--- config.mk ---
export PLATFORM = sky130hd
export DESIGN_NAME = eye_monitor_width_trainer
export DESIGN_NICKNAME = d
export VERILOG_FILES = /design/src/rtl/eye_mon_train_pkg.sv /design/src/rtl/eye_mon_flag_sync.sv /design/src/rtl/eye_monitor_width_trainer.sv
export SDC_FILE = /design/constraint.sdc
export NUM_CORES = 1
export LEC_CHECK = 0
export ABC_AREA = 1
export BUFFER_PORTS_ARGS = -buffer_cell sky130_fd_sc_hd__buf_4
export CORE_UTILIZATION = 50
export DETAILED_ROUTE_END_ITERATION = 10
export PLACE_DENSITY = 0.69
export RECOVER_POWER = 50
export SETUP_SLACK_MARGIN = 0.05
export SLEW_MARGIN = 40
export SYNTH_ARGS = -nofsm -noshare
export SYNTH_HDL_FRONTEND = slang
export SYNTH_HIERARCHICAL = 1
export SYNTH_SLANG_ARGS = --single-unit
--- constraint.sdc ---
create_clock -name FAB_CLK -period 2.1 [get_ports FAB_CLK]
set_input_delay 0.315 -clock FAB_CLK [delete_from_list [all_inputs] [get_ports FAB_CLK]]
set_output_delay 0.315 -clock FAB_CLK [all_outputs]
set_load 0.01 [all_outputs]
--- src/rtl/eye_mon_train_pkg.sv ---
// Shared types and constants for the eye-monitor width trainer.
package eye_mon_train_pkg;

    localparam int WIDTH_W    = 3;
    localparam int NUM_WIDTHS = 8;

    localparam logic [1:0] SKEW_NONE  = 2'b00;
    localparam logic [1:0] SKEW_EARLY = 2'b01;
    localparam logic [1:0] SKEW_LATE  = 2'b10;
    localparam logic [1:0] SKEW_BOTH  = 2'b11;

    typedef enum logic [3:0] {
        IDLE,
        CLEAR,
        SETTLE,
        SAMPLE,
        NEXT,
        EVAL,
        DONE,
        ERR,
        MON
    } state_t;

    // Returns {found, index} of the lowest set bit; the high-to-low scan lets the lowest win.
    function automatic logic [WIDTH_W:0] first_fail(input logic [NUM_WIDTHS-1:0] fails);
        logic [WIDTH_W:0] r;
        r = '0;
        for (int i = NUM_WIDTHS - 1; i >= 0; i--) begin
            if (fails[i]) begin
                r = {1'b1, WIDTH_W'(i)};
            end
        end
        return r;
    endfunction

endpackage

--- src/rtl/eye_mon_flag_sync.sv ---
// Two-flop synchroniser bringing the IOD EARLY/LATE flags into the FAB_CLK domain.
module eye_mon_flag_sync (
    input  logic       FAB_CLK,
    input  logic       FAB_RST_N,
    input  logic [1:0] flags_in,
    output logic [1:0] flags_sync
);

    logic [1:0] meta_reg;
    logic [1:0] sync_reg;

    for (genvar gi = 0; gi < 2; gi++) begin : g_bit
        always_ff @(posedge FAB_CLK) begin
            if (!FAB_RST_N) begin
                meta_reg[gi] <= 1'b0;
                sync_reg[gi] <= 1'b0;
            end else begin
                meta_reg[gi] <= flags_in[gi];
                sync_reg[gi] <= meta_reg[gi];
            end
        end
    end

    assign flags_sync = sync_reg;

endmodule

--- src/rtl/eye_monitor_width_trainer.sv ---
// Sweeps the IOD eye-monitor width 0..7, records EARLY/LATE maps and selects the widest clean width.
// Optional continuous tracking in DONE is enabled by defining EYE_MON_CONT_TRACK_EN.
module eye_monitor_width_trainer
    import eye_mon_train_pkg::*;
#(
    parameter int SETTLE_CYCLES = 16,
    parameter int SAMPLE_CYCLES = 256,
    parameter int MON_PERIOD    = 4096
) (
    input  logic               FAB_CLK,
    input  logic               FAB_RST_N,
    input  logic               TRAIN_START,
    input  logic               EYE_MONITOR_EARLY_0,
    input  logic               EYE_MONITOR_LATE_0,
    output logic               EYE_MONITOR_CLEAR_FLAGS_0,
    output logic [WIDTH_W-1:0] EYE_MONITOR_LANE_WIDTH,
    output logic               TRAIN_BUSY,
    output logic               TRAIN_DONE,
    output logic               TRAIN_ERR,
    output logic [WIDTH_W-1:0] EYE_WIDTH_RESULT,
    output logic [NUM_WIDTHS-1:0] EARLY_MAP,
    output logic [NUM_WIDTHS-1:0] LATE_MAP,
    output logic [1:0]         SKEW_DIR,
    output logic               RETRAIN_REQ
);

    localparam int CNT_MAX_SS = (SETTLE_CYCLES > SAMPLE_CYCLES) ? SETTLE_CYCLES : SAMPLE_CYCLES;
    localparam int CNT_MAX    = (CNT_MAX_SS > MON_PERIOD) ? CNT_MAX_SS : MON_PERIOD;
    localparam int CNT_W      = (CNT_MAX > 1) ? $clog2(CNT_MAX) : 1;
    localparam logic [CNT_W-1:0]   SETTLE_LOAD = CNT_W'(SETTLE_CYCLES - 1);
    localparam logic [CNT_W-1:0]   SAMPLE_LOAD = CNT_W'(SAMPLE_CYCLES - 1);
    localparam logic [WIDTH_W-1:0] LAST_WIDTH  = WIDTH_W'(NUM_WIDTHS - 1);

    state_t                  state_reg, state_next;
    logic [CNT_W-1:0]        cnt_reg, cnt_next;
    logic [WIDTH_W-1:0]      w_reg, w_next;
    logic                    start_reg;
    logic                    e_seen_reg, e_seen_next;
    logic                    l_seen_reg, l_seen_next;
    logic [NUM_WIDTHS-1:0]   early_map_reg, early_map_next;
    logic [NUM_WIDTHS-1:0]   late_map_reg, late_map_next;
    logic [WIDTH_W-1:0]      result_reg, result_next;
    logic [1:0]              skew_reg, skew_next;
    logic [1:0]              flags_sync;
    logic                    early_sync, late_sync;
    logic                    track;
    logic                    can_start;
    logic                    done_level;
    logic [WIDTH_W:0]        ff;
    logic [WIDTH_W-1:0]      fidx;

    eye_mon_flag_sync u_flag_sync (
        .FAB_CLK    (FAB_CLK),
        .FAB_RST_N  (FAB_RST_N),
        .flags_in   ({EYE_MONITOR_LATE_0, EYE_MONITOR_EARLY_0}),
        .flags_sync (flags_sync)
    );
    assign early_sync = flags_sync[0];
    assign late_sync  = flags_sync[1];

`ifdef EYE_MON_CONT_TRACK_EN
    localparam logic [CNT_W-1:0] MON_LOAD = CNT_W'(MON_PERIOD - 1);
    logic track_reg, track_next;
    logic retrain_reg, retrain_next;

    always_ff @(posedge FAB_CLK) begin
        if (!FAB_RST_N) begin
            track_reg   <= 1'b0;
            retrain_reg <= 1'b0;
        end else begin
            track_reg   <= track_next;
            retrain_reg <= retrain_next;
        end
    end
    assign track       = track_reg;
    assign RETRAIN_REQ = retrain_reg;
`else
    assign track       = 1'b0;
    assign RETRAIN_REQ = 1'b0;
`endif

    // The tracking loop reuses CLEAR/SETTLE/SAMPLE but is logically part of DONE.
    assign can_start = (state_reg == IDLE) || (state_reg == DONE) || (state_reg == ERR) || track;
    assign ff        = first_fail(early_map_reg | late_map_reg);
    assign fidx      = ff[WIDTH_W-1:0];

    always_comb begin
        state_next     = state_reg;
        cnt_next       = cnt_reg;
        w_next         = w_reg;
        e_seen_next    = e_seen_reg;
        l_seen_next    = l_seen_reg;
        early_map_next = early_map_reg;
        late_map_next  = late_map_reg;
        result_next    = result_reg;
        skew_next      = skew_reg;
`ifdef EYE_MON_CONT_TRACK_EN
        track_next     = track_reg;
        retrain_next   = retrain_reg;
`endif
        if (start_reg && can_start) begin
            state_next     = CLEAR;
            w_next         = '0;
            e_seen_next    = 1'b0;
            l_seen_next    = 1'b0;
            early_map_next = '0;
            late_map_next  = '0;
            result_next    = '0;
            skew_next      = SKEW_NONE;
`ifdef EYE_MON_CONT_TRACK_EN
            track_next     = 1'b0;
            retrain_next   = 1'b0;
`endif
        end else begin
            case (state_reg)
                CLEAR: begin
                    state_next = SETTLE;
                    cnt_next   = SETTLE_LOAD;
                end
                SETTLE: begin
                    if (cnt_reg == '0) begin
                        state_next = SAMPLE;
                        cnt_next   = SAMPLE_LOAD;
                    end else begin
                        cnt_next = cnt_reg - 1'b1;
                    end
                end
                SAMPLE: begin
                    if (!track) begin
                        e_seen_next = e_seen_reg | early_sync;
                        l_seen_next = l_seen_reg | late_sync;
                    end
`ifdef EYE_MON_CONT_TRACK_EN
                    if (track && (early_sync || late_sync)) begin
                        retrain_next = 1'b1;
                    end
`endif
                    if (cnt_reg != '0) begin
                        cnt_next = cnt_reg - 1'b1;
                    end else if (!track) begin
                        state_next = NEXT;
                    end else begin
`ifdef EYE_MON_CONT_TRACK_EN
                        state_next = MON;
                        cnt_next   = MON_LOAD;
`endif
                    end
                end
                NEXT: begin
                    early_map_next[w_reg] = e_seen_reg;
                    late_map_next[w_reg]  = l_seen_reg;
                    e_seen_next           = 1'b0;
                    l_seen_next           = 1'b0;
                    if (w_reg == LAST_WIDTH) begin
                        state_next = EVAL;
                    end else begin
                        w_next     = w_reg + 1'b1;
                        state_next = CLEAR;
                    end
                end
                EVAL: begin
                    if (!ff[WIDTH_W]) begin
                        result_next = LAST_WIDTH;
                        skew_next   = SKEW_NONE;
                        state_next  = DONE;
                    end else if (fidx == '0) begin
                        skew_next  = {late_map_reg[0], early_map_reg[0]};
                        state_next = ERR;
                    end else begin
                        result_next = fidx - 1'b1;
                        skew_next   = {late_map_reg[fidx], early_map_reg[fidx]};
                        state_next  = DONE;
                    end
                end
`ifdef EYE_MON_CONT_TRACK_EN
                DONE: begin
                    track_next = 1'b1;
                    state_next = MON;
                    cnt_next   = MON_LOAD;
                end
                MON: begin
                    if (cnt_reg == '0) begin
                        state_next = CLEAR;
                    end else begin
                        cnt_next = cnt_reg - 1'b1;
                    end
                end
`endif
                default: ;
            endcase
        end
    end

    always_ff @(posedge FAB_CLK) begin
        if (!FAB_RST_N) begin
            state_reg     <= IDLE;
            cnt_reg       <= '0;
            w_reg         <= '0;
            start_reg     <= 1'b0;
            e_seen_reg    <= 1'b0;
            l_seen_reg    <= 1'b0;
            early_map_reg <= '0;
            late_map_reg  <= '0;
            result_reg    <= '0;
            skew_reg      <= SKEW_NONE;
        end else begin
            state_reg     <= state_next;
            cnt_reg       <= cnt_next;
            w_reg         <= w_next;
            start_reg     <= TRAIN_START;
            e_seen_reg    <= e_seen_next;
            l_seen_reg    <= l_seen_next;
            early_map_reg <= early_map_next;
            late_map_reg  <= late_map_next;
            result_reg    <= result_next;
            skew_reg      <= skew_next;
        end
    end

    assign done_level                = (state_reg == DONE) || (state_reg == MON) || track;
    assign TRAIN_DONE                = done_level;
    assign TRAIN_ERR                 = (state_reg == ERR);
    assign TRAIN_BUSY                = !track && ((state_reg == CLEAR) || (state_reg == SETTLE) ||
                                       (state_reg == SAMPLE) || (state_reg == NEXT) || (state_reg == EVAL));
    assign EYE_MONITOR_CLEAR_FLAGS_0 = (state_reg == CLEAR);
    assign EYE_MONITOR_LANE_WIDTH    = done_level ? result_reg : (TRAIN_ERR ? '0 : w_reg);
    assign EYE_WIDTH_RESULT          = result_reg;
    assign EARLY_MAP                 = early_map_reg;
    assign LATE_MAP                  = late_map_reg;
    assign SKEW_DIR                  = skew_reg;

endmodule

### After elaboration in Yosys (flattened, before gate mapping)

Index checks and enable logic that the tools add are counted.

| cells by class | value |
|---|---|
| $add $sub $neg | 3 |
| $lt $le $gt $ge | 3 |
| equality and inequality tests | 15 |
| muxes and demuxes | 34 |
| bitwise operators | 6 |
| reductions and logical operators | 23 |

Operators by type and width:

| cell | count |
|---|---|
| 4-bit 2-to-1 mux | 10 |
| 12-bit one-hot mux with 3 select lines | 1 |
| 12-bit 2-to-1 mux | 2 |
| 4-bit one-hot mux with 5 select lines | 1 |
| 8-bit bitwise mux | 2 |
| 4-bit by 3-bit equality test with 1-bit output (second input constant) | 4 |
| 3-bit 2-to-1 mux | 5 |
| 12-bit zero test | 1 |
| 12-bit nonzero test | 1 |
| 12-bit by 1-bit subtractor with 12-bit output (second input constant) | 1 |
| 3-bit AND reduction | 3 |
| 4-bit by 2-bit equality test with 1-bit output (second input constant) | 2 |
| 3-bit by 4-bit less-than comparator with 1-bit output (second input constant) | 2 |
| 2-bit inequality test (second input constant) | 4 |
| 8-bit OR | 1 |
| 1-bit logical OR | 7 |
| 1-bit binary-select mux with 3-bit select | 2 |
| 1-bit 2-to-1 mux | 6 |
| 3-bit inequality test (second input constant) | 2 |
| 6-bit nonzero test | 1 |
| 5-bit nonzero test | 1 |
| 4-bit by 1-bit equality test with 1-bit output (second input constant) | 1 |
| 4-bit equality test (second input constant) | 1 |
| 4-bit zero test | 1 |
| 15 further kinds | 22 |

| storage, ports and cells | value |
|---|---|
| register bits after elaboration | 47 |
| word-level logic and storage cells | 99 |

### Depth between registers and ports, before layout

| logic depth | value |
|---|---|
| word-level depth | 14 |
| mapped depth | 16 |
| gate-level depth less buffers | 16 |

### Modules after synthesis

The synthesis kept the hierarchy.

Modules (own cells, without submodules):

| module | times used | cells each | area each (µm²) |
|---|---|---|---|
| eye_monitor_width_trainer | 1 | 327 | 2328.5 |
| eye_mon_flag_sync | 1 | 12 | 110.1 |

### Worst setup path before layout

No wires, ideal clock.

| timing path | value |
|---|---|
| kind | register -> register |
| from | register early_map_reg[0] (netlist: EARLY_MAP[0]) |
| to | register result_reg[1] (netlist: EYE_WIDTH_RESULT[1]) |
| library setup time | 0.095 ns |
| data arrival time | 1.807 ns |
| data required time | 2.005 ns |
| setup slack | 0.197 ns |
| stages on the path, launching flop included | 10 |
| cell sequence | dfxtp_1 > nor2_4 > nand2_1 > a21oi_2 > inv_1 > ha_1 > ha_1 > nand2_1 > nand2_1 > a221oi_1 |

| on the way | value |
|---|---|
| word-level cells in the longest chain between the ends | 5 |
| elaborated cells between the ends (all ways) | 8 |

Ends and longest elaborated chain:

| what | line | source |
|---|---|---|
| from (decl) | eye_monitor_width_trainer.sv:40 | `logic [NUM_WIDTHS-1:0] early_map_reg, early_map_next;` |
| from (signal assigned) | eye_monitor_width_trainer.sv:213 | `early_map_reg <= early_map_next;` |
| 8-bit OR (*) | eye_monitor_width_trainer.sv:84 | `assign ff = first_fail(early_map_reg \| late_map_reg);` |
| 4-bit 2-to-1 mux (*) | eye_mon_train_pkg.sv:29 | `if (fails[i]) begin` |
| 3-bit by 1-bit subtractor with 3-bit output or 3-bit zero test (tied branches) | eye_monitor_width_trainer.sv:170, eye_monitor_width_trainer.sv:166 |  |
| 3-bit 2-to-1 mux or 2-bit inequality test (tied branches) | - |  |
| 3-bit 2-to-1 mux or 2-bit AND reduction (tied branches) | - |  |
| to (signal assigned) | eye_monitor_width_trainer.sv:215 | `result_reg <= result_next;` |
| to (decl) | eye_monitor_width_trainer.sv:42 | `logic [WIDTH_W-1:0] result_reg, result_next;` |

Mark *: on every way between the ends. The rest lies on a longest branch, timed or not. The select of a mux whose other input is x is not followed.
A chain may end at the register's enable or synchronous reset.

### Worst setup path after layout

| timing path | value |
|---|---|
| from | register late_map_reg[4] (netlist: LATE_MAP[4]) |
| to | register result_reg[1] (netlist: EYE_WIDTH_RESULT[1]) |

| on the way | value |
|---|---|
| word-level cells in the longest chain between the ends | 9 |
| elaborated cells between the ends (all ways) | 12 |

Ends and longest elaborated chain:

| what | line | source |
|---|---|---|
| from (decl) | eye_monitor_width_trainer.sv:41 | `logic [NUM_WIDTHS-1:0] late_map_reg, late_map_next;` |
| from (signal assigned) | eye_monitor_width_trainer.sv:214 | `late_map_reg <= late_map_next;` |
| 8-bit OR (*) | eye_monitor_width_trainer.sv:84 |  |
| 4-bit 2-to-1 mux (*) (5 in a row) | eye_mon_train_pkg.sv:29 |  |
| 3-bit by 1-bit subtractor with 3-bit output or 3-bit zero test (tied branches) | eye_monitor_width_trainer.sv:170, eye_monitor_width_trainer.sv:166 |  |
| 3-bit 2-to-1 mux or 2-bit inequality test (tied branches) | - |  |
| 3-bit 2-to-1 mux or 2-bit AND reduction (tied branches) | - |  |

Marks and branches as above.

==> results by group <==
Synthesis
  • Mean Syn Cell Area: 7.193 um2
  • Most used flip-flop cell after synthesis: dfxtp_1
  • Synth warn: 6
  • Post-synth top area share: 0.3776
  • Yosys top cell by area: dfxtp_1
  • Yosys cell types: 41
  • Post-synth EDFFs: 0
  • Gate Count Post-Synth: 339
  • Syn nets: around 350
  • Synthesized area: around 2400 um2
  • Post-synthesis sequential area ratio: 0.3776
  • Seq cells post-synth: 46
  • Synth area leaders: dfxtp_1 38%, nand2_1 10%, a21oi_1 7.2%
  • Async SR Flop Fraction: 0

Finish
  • Area occupied by multi-input gates: between 1000 and 1500 um2
  • Register area: just over 900 um2
  • Layout Nets: 393
  • Most frequent cells in the layout: 67 x nand2_1, 45 x dfxtp_1, 37 x inv_1, 37 x nor2_1, 34 x a21oi_1
  • Fillers: between 400 and 500
  • Ant. Diodes: 0
  • Layout cell share with drive strength beyond 1: 0.1466
  • Area Overhead vs Synth: 15.14%
  • Commonest non-fill, non-tap cell in the layout: nand2_1
  • Largest register FFs: 12

Global routing
  • Pin count of the biggest net entering global routing: 15
  • Vias in the first global route: around 2100
  • Remaining global-route overflow: 0
  • Total Routing Usage GR: 0.2351
  • Initial antenna violation count: 0
  • First-pass GRT wire length: about 9400 um

Clocking
  • Clk slew on worst S/H paths: approximately 0.09 ns
  • Clock sink count: between 40 and 50
  • Post-CTS setup buffers: 0
  • Clock buffer depth: 2
  • Htree depth: 2
  • TritonCTS clock tree: done
  • Hold Buf Count CTS: 0
  • TritonCTS Buffers: 5
  • Root buffer cell: clkbuf_8
  • Clk_lat worst skew: about 0.3 ns
  • Post_cts resized: 0

Drt
  • Post-DRT Antenna Nets: 0
  • DRT iter0 DRCs: 96
  • Total routed wirelength: 5641 um
  • # DRC: 0
  • DR vias: approximately 2300
  • Vias per Instance: about 5.2
  • Drt first pass iters: 4
  • Drt wl/cell: 12.94 um

STA
  • Final worst path period need: about 1.9 ns
  • Max Fclk: 517.6 MHz
  • Fin. Hold Viols: 0
  • Clock skew: roughly 0.01 ns
  • Setup_tns: 0 ns
  • Slew Viols, Final: 0
  • Final Setup Violations: 0
  • Final worst slack: ~0.17 ns
  • RSZ-0062 raised after global routing: yes
  • Final Cycle Share: 0.9200

Floorplanning
  • Core area: 4692 um2
  • Full die area: 5160 um2
  • I/O pin total: 34
  • Starting Density: 0.5197
  • Die height: 71.84 um
  • Die width: about 70 um
  • Row count: 25

Power
  • P_leak: between 1 and 1.5 nW
  • Worst vdd ir: roughly 0.44 mV
  • PwrDens: 617.2 nW/um2
  • Total power: 0.001733 W

Run
  • Max cap viols: 0

Outcome
  • Status: finished, final reports clean

Placed design
  • I/O Buffers: 32
  • Hpwl dp: ~4300 um
  • Routability cong.: approximately 0.88
  • Place WS: 0.1139 ns

Critical path
  • CP Data Required Time: approximately 2.3 ns
  • Crit path max fanout: 7
  • CP Class: flop to flop
  • CP Data Arrival Time: between 2 and 2.5 ns
  • Critical path endpoint category: flop
  • CP Launch Type: flop

Worst hold path
  • Worst Hold Class: input port to flop
final cells by class:
class	instances	share of cell area
clock inverters	1	0.001783
clock buffers	7	0.03075
well taps	54	0.02406
inverters	44	0.05882
flip-flops and latches	46	0.3284
repair buffers	40	0.07620
multi-input cells	244	0.4799
per-layer routing:
| layer | wire [um] | track usage | vias up |
|---|---|---|---|
| met5 | 0 | 0 | - |
| met4 | 85 | 0.06754 | 0 |
| met3 | 200 | 0.03797 | 8 |
| met2 | 2801 | 0.4308 | 45 |
| met1 | 2554 | 0.2823 | 1019 |
| li1 | - | - | 1209 |
cell families (layout without fill, tap and decap cells):
family          after synthesis  count (layout)  synth area share
other cells                   1               1          0.001538
compound gates               77              77            0.1832
fa+ha+maj                     7               7           0.03591
buf+inv                      49              92           0.08158
flops                        46              46            0.3776
simple gates                151             151            0.2914
xor+xnor                      8               8           0.02873
critical path: stages, from the launching register on:
cell and delay, ns:
dfxtp_1 0.32, nor2_1 0.20, nand3_1 0.13, a21oi_2 0.17, inv_1 0.11, ha_1 0.22, ha_2 0.23, nand2_1 0.09
nand2_1 0.12, a221oi_2 0.27
power by group:
| part | total, W | internal (W) | switching, W |
|---|---|---|---|
| clock | 0.000554 | 0.000266 | 0.000288 |
| sequential | 0.000912 | 0.000892 | 0.0000202 |
| combinational | 0.000267 | 0.0000956 | 0.000171 |
metrics by stage:
| step | instances | cell area, um2 | util | hold slack, ns |
|---|---|---|---|---|
| 4_1_cts | 436 | 2864 | 0.6104 | 0.1889 |
| 3_5_place_dp | 428 | 2773 | 0.5909 | 0.3992 |
| 2_1_floorplan | 339 | 2439 | - | 0.3900 |
| 6_report | 436 | 2808 | 0.5984 | 0.1905 |
| 3_3_place_gp | 428 | 2773 | 0.5909 | 0.3918 |
| 5_1_grt | 436 | 2808 | 0.5984 | 0.1843 |
final timing paths:
path	slack, ns	from	to	cells after the start
max	0.17	LATE_MAP[4]$_SDFFE_PP0P_	EYE_WIDTH_RESULT[1]$_SDFFE_PP0P_	9
min reg2reg	0.42	u_flag_sync/meta_reg[0]$_SDFF_PN0_	u_flag_sync/flags_sync[0]$_SDFF_PN0_	2
max reg2reg	0.17	LATE_MAP[4]$_SDFFE_PP0P_	EYE_WIDTH_RESULT[1]$_SDFFE_PP0P_	9
min	0.19	EYE_MONITOR_EARLY_0	u_flag_sync/meta_reg[0]$_SDFF_PN0_	3
cell usage after synthesis (2+ instances only):
| master | instances |
|---|---|
| xor2_1 | 5 |
| nand3_1 | 23 |
| dfxtp_1 | 46 |
| nand2_2 | 3 |
| o21ai_1 | 2 |
| nand2_4 | 2 |
| nand2_1 | 67 |
| nor3_2 | 2 |
| o21ai_0 | 21 |
| a21oi_1 | 35 |
| xnor2_1 | 3 |
| buf_2 | 3 |
| inv_1 | 37 |
| a211oi_2 | 2 |
| a211oi_1 | 4 |
| nor3_1 | 3 |
| o31ai_1 | 2 |
| ha_1 | 7 |
| o22ai_1 | 3 |
| inv_2 | 6 |
| nor2_4 | 3 |
| nand3_2 | 2 |
| nor2_1 | 39 |
| a221oi_1 | 2 |
(Power assumes the default switching activity.)
